<file path="src/rtl/riscv_ifu.sv">
`default_nettype none
// ============================================================================
// Module   : riscv_ifu
// Brief    : RV64 instruction fetch unit with credit-limited in-order fetch,
//            instruction buffer and redirect flush toward the decoder.
// Revision : 1.0
// ============================================================================
module riscv_ifu #(
    parameter int              XLEN       = 64,
    parameter logic [XLEN-1:0] RESET_PC   = 64'h0000_0000_8000_0000,
    parameter int              FIFO_DEPTH = 2
) (
    input  logic            clk,
    input  logic            rst,
    output logic            imem_req_valid,
    input  logic            imem_req_ready,
    output logic [XLEN-1:0] imem_req_addr,
    input  logic            imem_resp_valid,
    input  logic [31:0]     imem_resp_data,
    input  logic            redirect_valid,
    input  logic [XLEN-1:0] redirect_pc,
    output logic            if_valid,
    input  logic            if_ready,
    output logic [XLEN-1:0] if_pc,
    output logic [31:0]     if_inst,
    output logic [6:0]      if_opcode
);
    localparam int                 c_ptr_w = $clog2(FIFO_DEPTH);
    localparam int                 c_cnt_w = c_ptr_w + 1;
    localparam logic [c_cnt_w:0]   c_depth = FIFO_DEPTH[c_cnt_w:0];

    logic [XLEN-1:0]    r_pc;
    logic [c_cnt_w-1:0] r_outstanding;
    logic [c_cnt_w-1:0] r_stale;
    logic [c_cnt_w-1:0] r_count;
    logic [c_ptr_w-1:0] r_rd_ptr;
    logic [c_ptr_w-1:0] r_wr_ptr;
    logic [c_ptr_w-1:0] r_aq_rd;
    logic [c_ptr_w-1:0] r_aq_wr;
    logic [XLEN-1:0]    r_aq        [FIFO_DEPTH];
    logic [XLEN-1:0]    r_fifo_pc   [FIFO_DEPTH];
    logic [31:0]        r_fifo_inst [FIFO_DEPTH];

    logic               w_req_fire;
    logic               w_push;
    logic               w_pop;
    logic [c_cnt_w:0]   w_credit_sum;

    // Buffered plus in-flight fetches share one pool of FIFO_DEPTH credits.
    assign w_credit_sum   = {1'b0, r_outstanding} + {1'b0, r_count};
    assign imem_req_valid = !rst && !redirect_valid && (w_credit_sum < c_depth);
    assign imem_req_addr  = r_pc;
    assign w_req_fire     = imem_req_valid && imem_req_ready;

    assign w_push    = imem_resp_valid && !redirect_valid && (r_stale == '0);
    assign if_valid  = (r_count != '0);
    assign w_pop     = if_valid && if_ready;
    assign if_pc     = r_fifo_pc[r_rd_ptr];
    assign if_inst   = r_fifo_inst[r_rd_ptr];
    assign if_opcode = if_inst[6:0];

    always_ff @(posedge clk) begin
        if (rst) begin
            r_pc          <= RESET_PC;
            r_outstanding <= '0;
            r_stale       <= '0;
            r_count       <= '0;
            r_rd_ptr      <= '0;
            r_wr_ptr      <= '0;
            r_aq_rd       <= '0;
            r_aq_wr       <= '0;
        end else begin
            r_outstanding <= r_outstanding + c_cnt_w'(w_req_fire) - c_cnt_w'(imem_resp_valid);
            // The address queue tracks every response, stale or not, to stay aligned.
            if (w_req_fire)
                r_aq_wr <= r_aq_wr + c_ptr_w'(1);
            if (imem_resp_valid)
                r_aq_rd <= r_aq_rd + c_ptr_w'(1);

            if (redirect_valid) begin
                r_pc     <= redirect_pc & ~XLEN'(3);
                r_stale  <= r_outstanding - c_cnt_w'(imem_resp_valid);
                r_count  <= '0;
                r_rd_ptr <= '0;
                r_wr_ptr <= '0;
            end else begin
                if (w_req_fire)
                    r_pc <= r_pc + XLEN'(4);
                if (imem_resp_valid && (r_stale != '0))
                    r_stale <= r_stale - c_cnt_w'(1);
                if (w_push)
                    r_wr_ptr <= r_wr_ptr + c_ptr_w'(1);
                if (w_pop)
                    r_rd_ptr <= r_rd_ptr + c_ptr_w'(1);
                r_count <= r_count + c_cnt_w'(w_push) - c_cnt_w'(w_pop);
            end
        end
    end

    always_ff @(posedge clk) begin
        if (w_req_fire)
            r_aq[r_aq_wr] <= r_pc;
        if (w_push) begin
            r_fifo_pc[r_wr_ptr]   <= r_aq[r_aq_rd];
            r_fifo_inst[r_wr_ptr] <= imem_resp_data;
        end
    end

`ifndef SYNTHESIS
    always_ff @(posedge clk) begin
        if (!rst) begin
            assert (!(imem_resp_valid && (r_outstanding == '0)));
            assert (w_credit_sum <= c_depth);
        end
    end
`endif

endmodule
`default_nettype wire

</file>
<file path="config.mk">
export PLATFORM = sky130hd
export DESIGN_NAME = riscv_ifu
export DESIGN_NICKNAME = d
export VERILOG_FILES = /design/src/rtl/riscv_ifu.sv
export SDC_FILE = /design/constraint.sdc
export NUM_CORES = 1
export LEC_CHECK = 0
export CAP_MARGIN = 25
export CORE_MARGIN = 1.5
export CORE_UTILIZATION = 53
export CTS_CLUSTER_DIAMETER = 60
export DETAILED_ROUTE_END_ITERATION = 16
export PLACE_DENSITY = 0.82
export SLEW_MARGIN = 0
export SYNTH_ARGS = -nofsm -noshare
export SYNTH_HDL_FRONTEND = slang
export SYNTH_SLANG_ARGS = --single-unit
</file>
<file path="constraint.sdc">
create_clock -name clk -period 9.6 [get_ports clk]
set_input_delay 2.4 -clock clk [delete_from_list [all_inputs] [get_ports clk]]
set_output_delay 2.4 -clock clk [all_outputs]
set_load 0.1 [all_outputs]
</file>
==> results.cfg, run 1 <==
[floorplanning]
ios = 271
core_um2 = 29500
dieWidth_um = 176
initial_core_util_pct = 53.6
die_y_um = 176
dieArea_um2 = 30900
fp-row-count = 63

[hold_path]
holdCritStartpoint = r_aq_rd$_SDFFE_PP0P_
hold_path_class = reg2reg
hold_path_depth = 2

[worst_setup_path]
worst-path-max-fanout = 57
cp-end-kind = output port
crit_type = in2out
cp-start-kind = input pin
startpoint = redirect_valid
critical_path_required_ns = 7.20
cp_data_arrival_time_ns = 4.65
r2r_cells = 8
rrSetupSlack_ns = 5.58
r2r_start = r_outstanding[0]$_SDFF_PP0_
reg2reg_to = r_aq[0][57]$_DFFE_PP_

[logic_synthesis]
ys_ff_latch = 386
synth_top_cells_by_area = edfxtp_1, mux2_2, dfxtp_1
ys_seq_area_share_pct = 68.7
synth_flop_cell = edfxtp_1
postSynthCellCount = 1086
synth_top_area_cell = edfxtp_1
syn_area_per_cell_um2 = 14.6
synth_top_area_share_pct = 59.3
synth_async_sr_flop_share_pct = 0
syn_area_um2 = 15800
synth_edf_count = 312
yosysWarnings = 0
netlist-cell-type-count = 61

[clocking]
clk_latency_ns = 0.53
cts_tree = done
cts_resized = 0
clkTransAtPathRegs_ns = 0.06
cts_sinks = 386
htree_levels = 2
cts_setup_buffers = 0
cts.path.max_buffers = 3
cts_made_buffers = 41
ctsHoldBuffers = 0
cts_root_buf = clkbuf_16

[finish]
drive_gt1_share_pct = 18.1
fill_cells = 2117
areaGrowthSynthToFinish_pct = 27.1
final_common_cell = edfxtp_1
fin_util_pct = 68.2
nNetsFinal = 1451
final_cell_count_no_fill = 1766
final_cell_mix = edfxtp_1, clkdlybuf4s50_1, mux2_2, dfxtp_1, nor2_1

[drt]
drt_iter0_drc = 982
detail-route-antenna-nets = 0
routed_wirelength_um = 39500
via_per_inst = 5.91
wl_met2_um = 19200
drtPass1Iterations = 5
drc_errors = 0
dr_wl_met3_um = 3790
wl_met1_um = 15300
wl_per_cell_um = 22.4
vias = 10435
highest_layer = met5

[power_and_ir_drop]
ir_drop_mv = 0.131
p_leak_nw = 6.59
power_mw = 4.16
p_per_area_nw_per_um2 = 207

[global_routing]
grt_antenna_before_repair = 3
grt_pass1_wl_um = 59600
grt_usage_pct = 25.5
grt-ovfl-total = 0
grt_pass1_vias = 10481
grt_start_max_net_pins = 82

[place]
io_buffers = 264
gp_congestion = 0.885
dp_cells = 1688
hpwl_um = 25500

[timing]
tightest_slew_ns = 1.07
finalMaxSlewViolations = 0
final-setup-viol-count = 0
hold_ws_ns = 0.509
finalHoldViolations = 0
finalSetupTns_ns = 0
slew_headroom_pct = 28.7
period_share_pct = 73.4
grt_setup_unrepaired = false
skew_ns = 0.0133
finalCriticalPeriod_ns = 7.05
fmax_ghz = 0.142

[flow_run]
maxCapViolCount = 0

[status]
run_status = finished clean
==> worst max path at each step <==
stage	end	slack, ns	depth (start not counted)
2_1_floorplan	r_fifo_inst[0][0]$_DFFE_PP_	1.93	5
3_3_place_gp	imem_req_valid	2.57	5
3_5_place_dp	imem_req_valid	2.58	5
4_1_cts	imem_req_valid	2.56	5
5_1_grt	imem_req_valid	2.47	5
6_report	imem_req_valid	2.55	5
==> synth_stat cells, types with 17 or more instances <==
cell type / instances
a211oi_1: 26
a21oi_1: 20
clkbuf_1: 44
dfxtp_1: 74
edfxtp_1: 312
mux2_2: 158
nand2_1: 48
nand3_1: 32
nand4_1: 33
nor2_1: 74
nor3_1: 23
nor4_1: 17
xnor2_1: 27
==> final cells by class <==
| cell class | count | area [um2] | area share, % |
|---|---|---|---|
| well taps | 390 | 488 | 2.43 |
| clock inverters | 18 | 179 | 0.890 |
| clock buffers | 57 | 1150 | 5.72 |
| multi-input cells | 618 | 4620 | 23.0 |
| flip-flops and latches | 386 | 10900 | 54.0 |
| inverters | 16 | 60.1 | 0.299 |
| diodes | 3 | 7.51 | 0.0374 |
| repair buffers | 278 | 2740 | 13.6 |
==> cell families (layout without fill, tap and decap cells) <==
logic type                 after synthesis  in the layout  share of synthesized area [%]
AOI/OAI and AO/OA                      105            105                           4.70
xor gates and xnor gates                35             35                           1.94
adders and majority gates                8              8                          0.681
buffers and inverters                   85            369                           2.35
DFF                                    386            386                           68.7
muxes                                  161            161                           11.4
other                                    1              7                         0.0237
and+or+nand+nor                        305            305                           10.2
==> stage by stage <==
stage	worst slack, ns	cell area [um2]
global placement	2.57	18800
global route	2.47	20100
CTS	2.56	20100
finish	2.55	20100
detailed placement	2.58	18800
floorplan	1.93	15800
==> metal layers <==
metal / track usage [%] / vias to the layer above
li1: - / 4697
met1: 32.2 / 5140
met2: 42.4 / 514
met3: 6.56 / 82
met4: 9.62 / 2
met5: 0 / -
==> critical path, stage by stage <==
cell	delay (ns)
buf_2	0.09
buf_4	0.31
or2_2	0.44
nor3_1	0.21
clkdlybuf4s50_1	1.18
==> state kept, by name (all words and copies together), names as in the netlist, named ones only <==
name           count
imem_req_addr     62
r_aq             124
r_aq_rd            1
r_aq_wr            1
r_count            2
r_fifo_inst       64
r_fifo_pc        124
r_outstanding      2
r_rd_ptr           1
r_stale            2
r_wr_ptr           1
==> report_power, final <==
part	switching (mW)	internal, mW	leakage (nW)	total (mW)
registers	0.0618	1.89	3.47	1.95
clock network	0.631	0.922	0.651	1.55
logic	0.471	0.185	2.47	0.656
total	1.16	2.99	6.59	4.16
Power figures use the tool's default switching activity.
==> run 2, diff against run 1 <==
Settings changed: CORE_UTILIZATION 53 to 48, PLACE_DENSITY 0.82 to 0.78.
Clock period 9.6 ns to 6.1 ns, I/O delays scaled along.
==> run 2 against run 1 <==
Combinational power rose by 55%. Largest power group unchanged. Non-clock buffer count stayed put. Critical path depth is 2 lower. Core utilization shrank 5.7 points.
==> results.cfg, run 2 (synthesized netlist as in run 1, its figures left out) <==
[status]
run_status = finished clean

[clocking]
clkTransAtPathRegs_ns = 0.06
cts_root_buf = clkbuf_16
cts_setup_buffers = 0
ctsHoldBuffers = 0
cts_tree = done
htree_levels = 2
cts_made_buffers = 43
cts.path.max_buffers = 3
cts_resized = 0
clk_latency_ns = 0.53
cts_sinks = 386

[worst_setup_path]
rrSetupSlack_ns = 2.61
critical_path_required_ns = 4.58
r2r_start = imem_req_addr[10]$_SDFFE_PP0P_
r2r_cells = 5
worst-path-max-fanout = 52
cp_data_arrival_time_ns = 3.10
slowest_stage = clkdlybuf4s50_1
path_delay_family = buffers and inverters
slowest_delay_ns = 1.17
cp-start-kind = flop
crit_type = reg2out
reg2reg_to = imem_req_addr[49]$_SDFFE_PP0P_
worstPathCellList = buf_12, mux2_2, clkdlybuf4s50_1
cp-end-kind = output port
worst-path-buf-inv = 2

[timing]
fmax_ghz = 0.216
finalHoldViolations = 0
slew_headroom_pct = 30.1
finalMaxSlewViolations = 0
skew_ns = 0.0215
period_share_pct = 75.8
final-setup-viol-count = 0
finalSetupTns_ns = 0
tightest_slew_ns = 1.04
grt_setup_unrepaired = false
finalCriticalPeriod_ns = 4.63
hold_ws_ns = 0.533

[finish]
fin_area_um2 = 20300
final_cell_count_no_fill = 1816
fill_cells = 2393
reg_top3 = r_aq: 124 flops, r_fifo_pc: 124 flops, r_fifo_inst: 64 flops
nNetsFinal = 1453
final_cell_mix = edfxtp_1, clkdlybuf4s50_1, mux2_2, dfxtp_1, nor2_1
areaGrowthSynthToFinish_pct = 28.2
drive_gt1_share_pct = 18.3
final_common_cell = edfxtp_1

[power_and_ir_drop]
p_per_area_nw_per_um2 = 326
ir_drop_mv = 0.245
p_leak_nw = 6.62
power_mw = 6.60

[drt]
vias = 10215
drc_errors = 0
wl_per_cell_um = 21.5
via_per_inst = 5.63
detail-route-antenna-nets = 0
drtPass1Iterations = 5
routed_wirelength_um = 39000
drt_iter0_drc = 820

[hold_path]
holdCritStartpoint = r_aq_rd$_SDFFE_PP0P_
hold_path_depth = 2
hold_path_class = reg2reg
min_to = r_aq_rd$_SDFFE_PP0P_

[place]
gp_congestion = 0.876
place_area_um2 = 18900
hpwl_um = 25400
io_buffers = 264
dp_cells = 1740

[global_routing]
grt_pass1_wl_um = 57800
grt_start_max_net_pins = 63
grt_usage_pct = 22.5
grt_antenna_before_repair = 2
grt-ovfl-total = 0
grt_pass1_vias = 10092

[floorplanning]
dieWidth_um = 184
core_um2 = 32500
die_y_um = 184
dieArea_um2 = 34000
ios = 271
initial_core_util_pct = 48.7
fp-row-count = 66

[flow_run]
maxCapViolCount = 0
==> run 2: through the flow <==
step / utilization, % / worst slack, ns
after floorplan: - / -0.694
after global placement: 58.1 / 1.67
after detailed placement: 58.2 / 1.63
after CTS: 62.4 / 1.44
after global routing: 62.4 / 1.36
final: 62.5 / 1.47
==> run 2: layout make-up <==
type / instances / area, um2 / share of cell area [%]
antenna: 1 / 2.50 / 0.0123
clock buffer: 57 / 1200 / 5.93
clock inverter: 18 / 184 / 0.907
inverter: 16 / 60.1 / 0.296
multi-input combinational: 618 / 4620 / 22.8
sequential: 386 / 10900 / 53.6
tap: 442 / 553 / 2.73
timing repair buffer: 278 / 2790 / 13.8
==> run 2: how the worst max path moves through the flow <==
stage / from / endpoint / slack (ns) / cells after the start
2_1_floorplan: redirect_valid / r_fifo_inst[0][0]$_DFFE_PP_ / -0.69 / 5
3_3_place_gp: imem_req_ready / r_aq[1][41]$_DFFE_PP_ / 1.67 / 5
3_5_place_dp: imem_req_ready / imem_req_addr[45]$_SDFFE_PP0P_ / 1.63 / 6
4_1_cts: flop / if_pc[63] / 1.44 / 3
5_1_grt: flop / if_pc[26] / 1.36 / 3
6_report: flop / if_pc[63] / 1.47 / 3
==> run 2: layer usage <==
metal	wire, um	track usage (%)	vias to the layer above
li1	-	-	4683
met5	8	0	-
met4	946	7.02	2
met3	3390	5.00	75
met1	16400	29.3	4971
met2	18300	37.7	484
==> run 2: power breakdown <==
group	switching [mW]	total, mW	internal, mW
clock	0.995	2.51	1.51
combinational	0.725	1.02	0.295
sequential	0.108	3.08	2.97
total	1.83	6.60	4.77
==> run 2: worst min-delay path: cells and delay by family, from the launching register on <==
kind,cells,cell delay (ns)
XOR/XNOR,1,0.09
AND/OR/NAND/NOR,1,0.08
flip-flops,1,0.33
==> run 3, diff against run 2 <==
Clock period 6.1 ns to 3.7 ns, I/O delays scaled along.
==> run 3 against run 2 <==
Via count up 1.0%. Routed wire length up 0.34%. Count of clock-buffer cells in the layout down 6. Core utilization down 0.69 points. Hold slack worse by 0.012 ns. Clock skew down 0.0064 ns. Sequential power up 64%. Flip-flop and latch count unchanged. Global-route usage up 0.29 points. Critical path type is now reg2reg. Critical endpoint is now imem_req_addr[54]$_SDFFE_PP0P_. Largest power group unchanged. Highest routed layer is now met4.
==> results.cfg, run 3 (synthesized netlist as in run 1, its figures left out) <==
[status]
run_status = finished clean

[clocking]
ctsHoldBuffers = 0
clk_latency_ns = 0.52
cts_tree = done
cts_root_buf = clkbuf_16
cts_sinks = 386
clkTransAtPathRegs_ns = 0.06
cts_resized = 0
cts.path.max_buffers = 3
cts_setup_buffers = 0
cts_made_buffers = 40
htree_levels = 2

[global_routing]
grt_start_max_net_pins = 78
grt_pass1_wl_um = 58600
grt_usage_pct = 22.8
grt_antenna_before_repair = 1
grt_pass1_vias = 10088
grt-ovfl-total = 0

[floorplanning]
dieArea_um2 = 34000
die_y_um = 184
core_um2 = 32500
dieWidth_um = 184
initial_core_util_pct = 48.7
fp-row-count = 66
ios = 271

[timing]
slew_headroom_pct = 41.5
period_share_pct = 87.1
tightest_slew_ns = 0.877
finalCriticalPeriod_ns = 3.22
final-setup-viol-count = 0
skew_ns = 0.0151
finalMaxSlewViolations = 0
grt_setup_unrepaired = false
fmax_ghz = 0.310
finalHoldViolations = 0

[finish]
nNetsFinal = 1480
fin_area_um2 = 20000
drive_gt1_share_pct = 31.6
fin_util_pct = 61.8
multi_input_area_um2 = 4620
fill_cells = 2462
final_common_cell = edfxtp_1
reg_top3 = r_aq: 124 flops, r_fifo_pc: 124 flops, r_fifo_inst: 64 flops
areaGrowthSynthToFinish_pct = 26.8
seq_area_um2 = 10900
final_cell_mix = edfxtp_1, buf_4, mux2_2, clkdlybuf4s50_1, dfxtp_1
final_cell_count_no_fill = 1842

[place]
place_area_um2 = 18800
io_buffers = 264
gp_congestion = 0.888
hpwl_um = 26800
dp_cells = 1770

[worst_setup_path]
cp-end-kind = flop
critical_path_required_ns = 4.13
worst-path-max-fanout = 8
crit_type = reg2reg
cp_data_arrival_time_ns = 3.65
cp-start-kind = flop

[drt]
drc_errors = 0
via_per_inst = 5.60
drt_iter0_drc = 798
detail-route-antenna-nets = 0
vias = 10322
wl_per_cell_um = 21.3
drtPass1Iterations = 5
routed_wirelength_um = 39200

[flow_run]
maxCapViolCount = 0

[power_and_ir_drop]
ir_drop_mv = 0.380
p_per_area_nw_per_um2 = 533
p_leak_nw = 6.94

[hold_path]
hold_path_class = reg2reg
[run 3: cell types whose count changed in the layout (fill, tap and decap cells not counted), sizes merged]
cell,delta
buf,+194
clkdlybuf4s50,-164
clkbuf,-6
inv,-2
clkinvlp,-3
bufinv,+1
clkinv,+6
[run 3: path summary, 6_finish.rpt]
check	start	to	slack, ns	cells past startpoint
worst max-delay path	r_outstanding[0]$_SDFF_PP0_	imem_req_addr[54]$_SDFFE_PP0P_	0.48	7
worst min register to register	r_aq_rd$_SDFFE_PP0P_	r_aq_rd$_SDFFE_PP0P_	0.52	2
worst max register to register	r_outstanding[0]$_SDFF_PP0_	imem_req_addr[54]$_SDFFE_PP0P_	0.48	7
worst min-delay path	r_aq_rd$_SDFFE_PP0P_	r_aq_rd$_SDFFE_PP0P_	0.52	2
[run 3: layer usage]
metal	track usage (%)	wire length, um	vias to the layer above
met1	30.1	16400	5057
met4	7.41	937	0
li1	-	-	4748
met2	37.6	18800	446
met3	4.98	3070	71
met5	0	0	-
[run 3: through the flow]
step           TNS [ns]  hold slack [ns]  power [mW]  setup WS, ns
6_report              0            0.521        10.7         0.477
5_1_grt               0            0.539        11.0         0.363
4_1_cts               0            0.521        10.8         0.490
3_5_place_dp          0            0.502        6.85         0.131
3_3_place_gp          0            0.492        6.81         0.192
2_1_floorplan   -176.07            0.480        6.34        -0.937
[run 3: power breakdown]
| group | internal [mW] | total [mW] | switching (mW) |
|---|---|---|---|
| clock network | 2.34 | 3.93 | 1.59 |
| logic | 0.478 | 1.72 | 1.24 |
| registers | 4.89 | 5.04 | 0.147 |
| total | 7.71 | 10.7 | 2.98 |
[run 3: critical path, stage by stage (launching register included)]
cell and delay (ns):
dfxtp_1 0.32, and2_1 0.17, fa_1 0.50, or3b_1 0.58, or3_4 0.47, or4_1 0.49
or3_1 0.36, a311oi_1 0.25
[run 3: area by class of cell]
type | instances | share of cell area [%]
Clock buffer | 51 | 5.36
Sequential cell | 386 | 54.2
Tap cell | 442 | 2.76
Inverter | 16 | 0.300
Antenna cell | 1 | 0.0125
Clock inverter | 20 | 1.07
Multi-Input combinational cell | 618 | 23.1
Timing Repair Buffer | 308 | 13.3
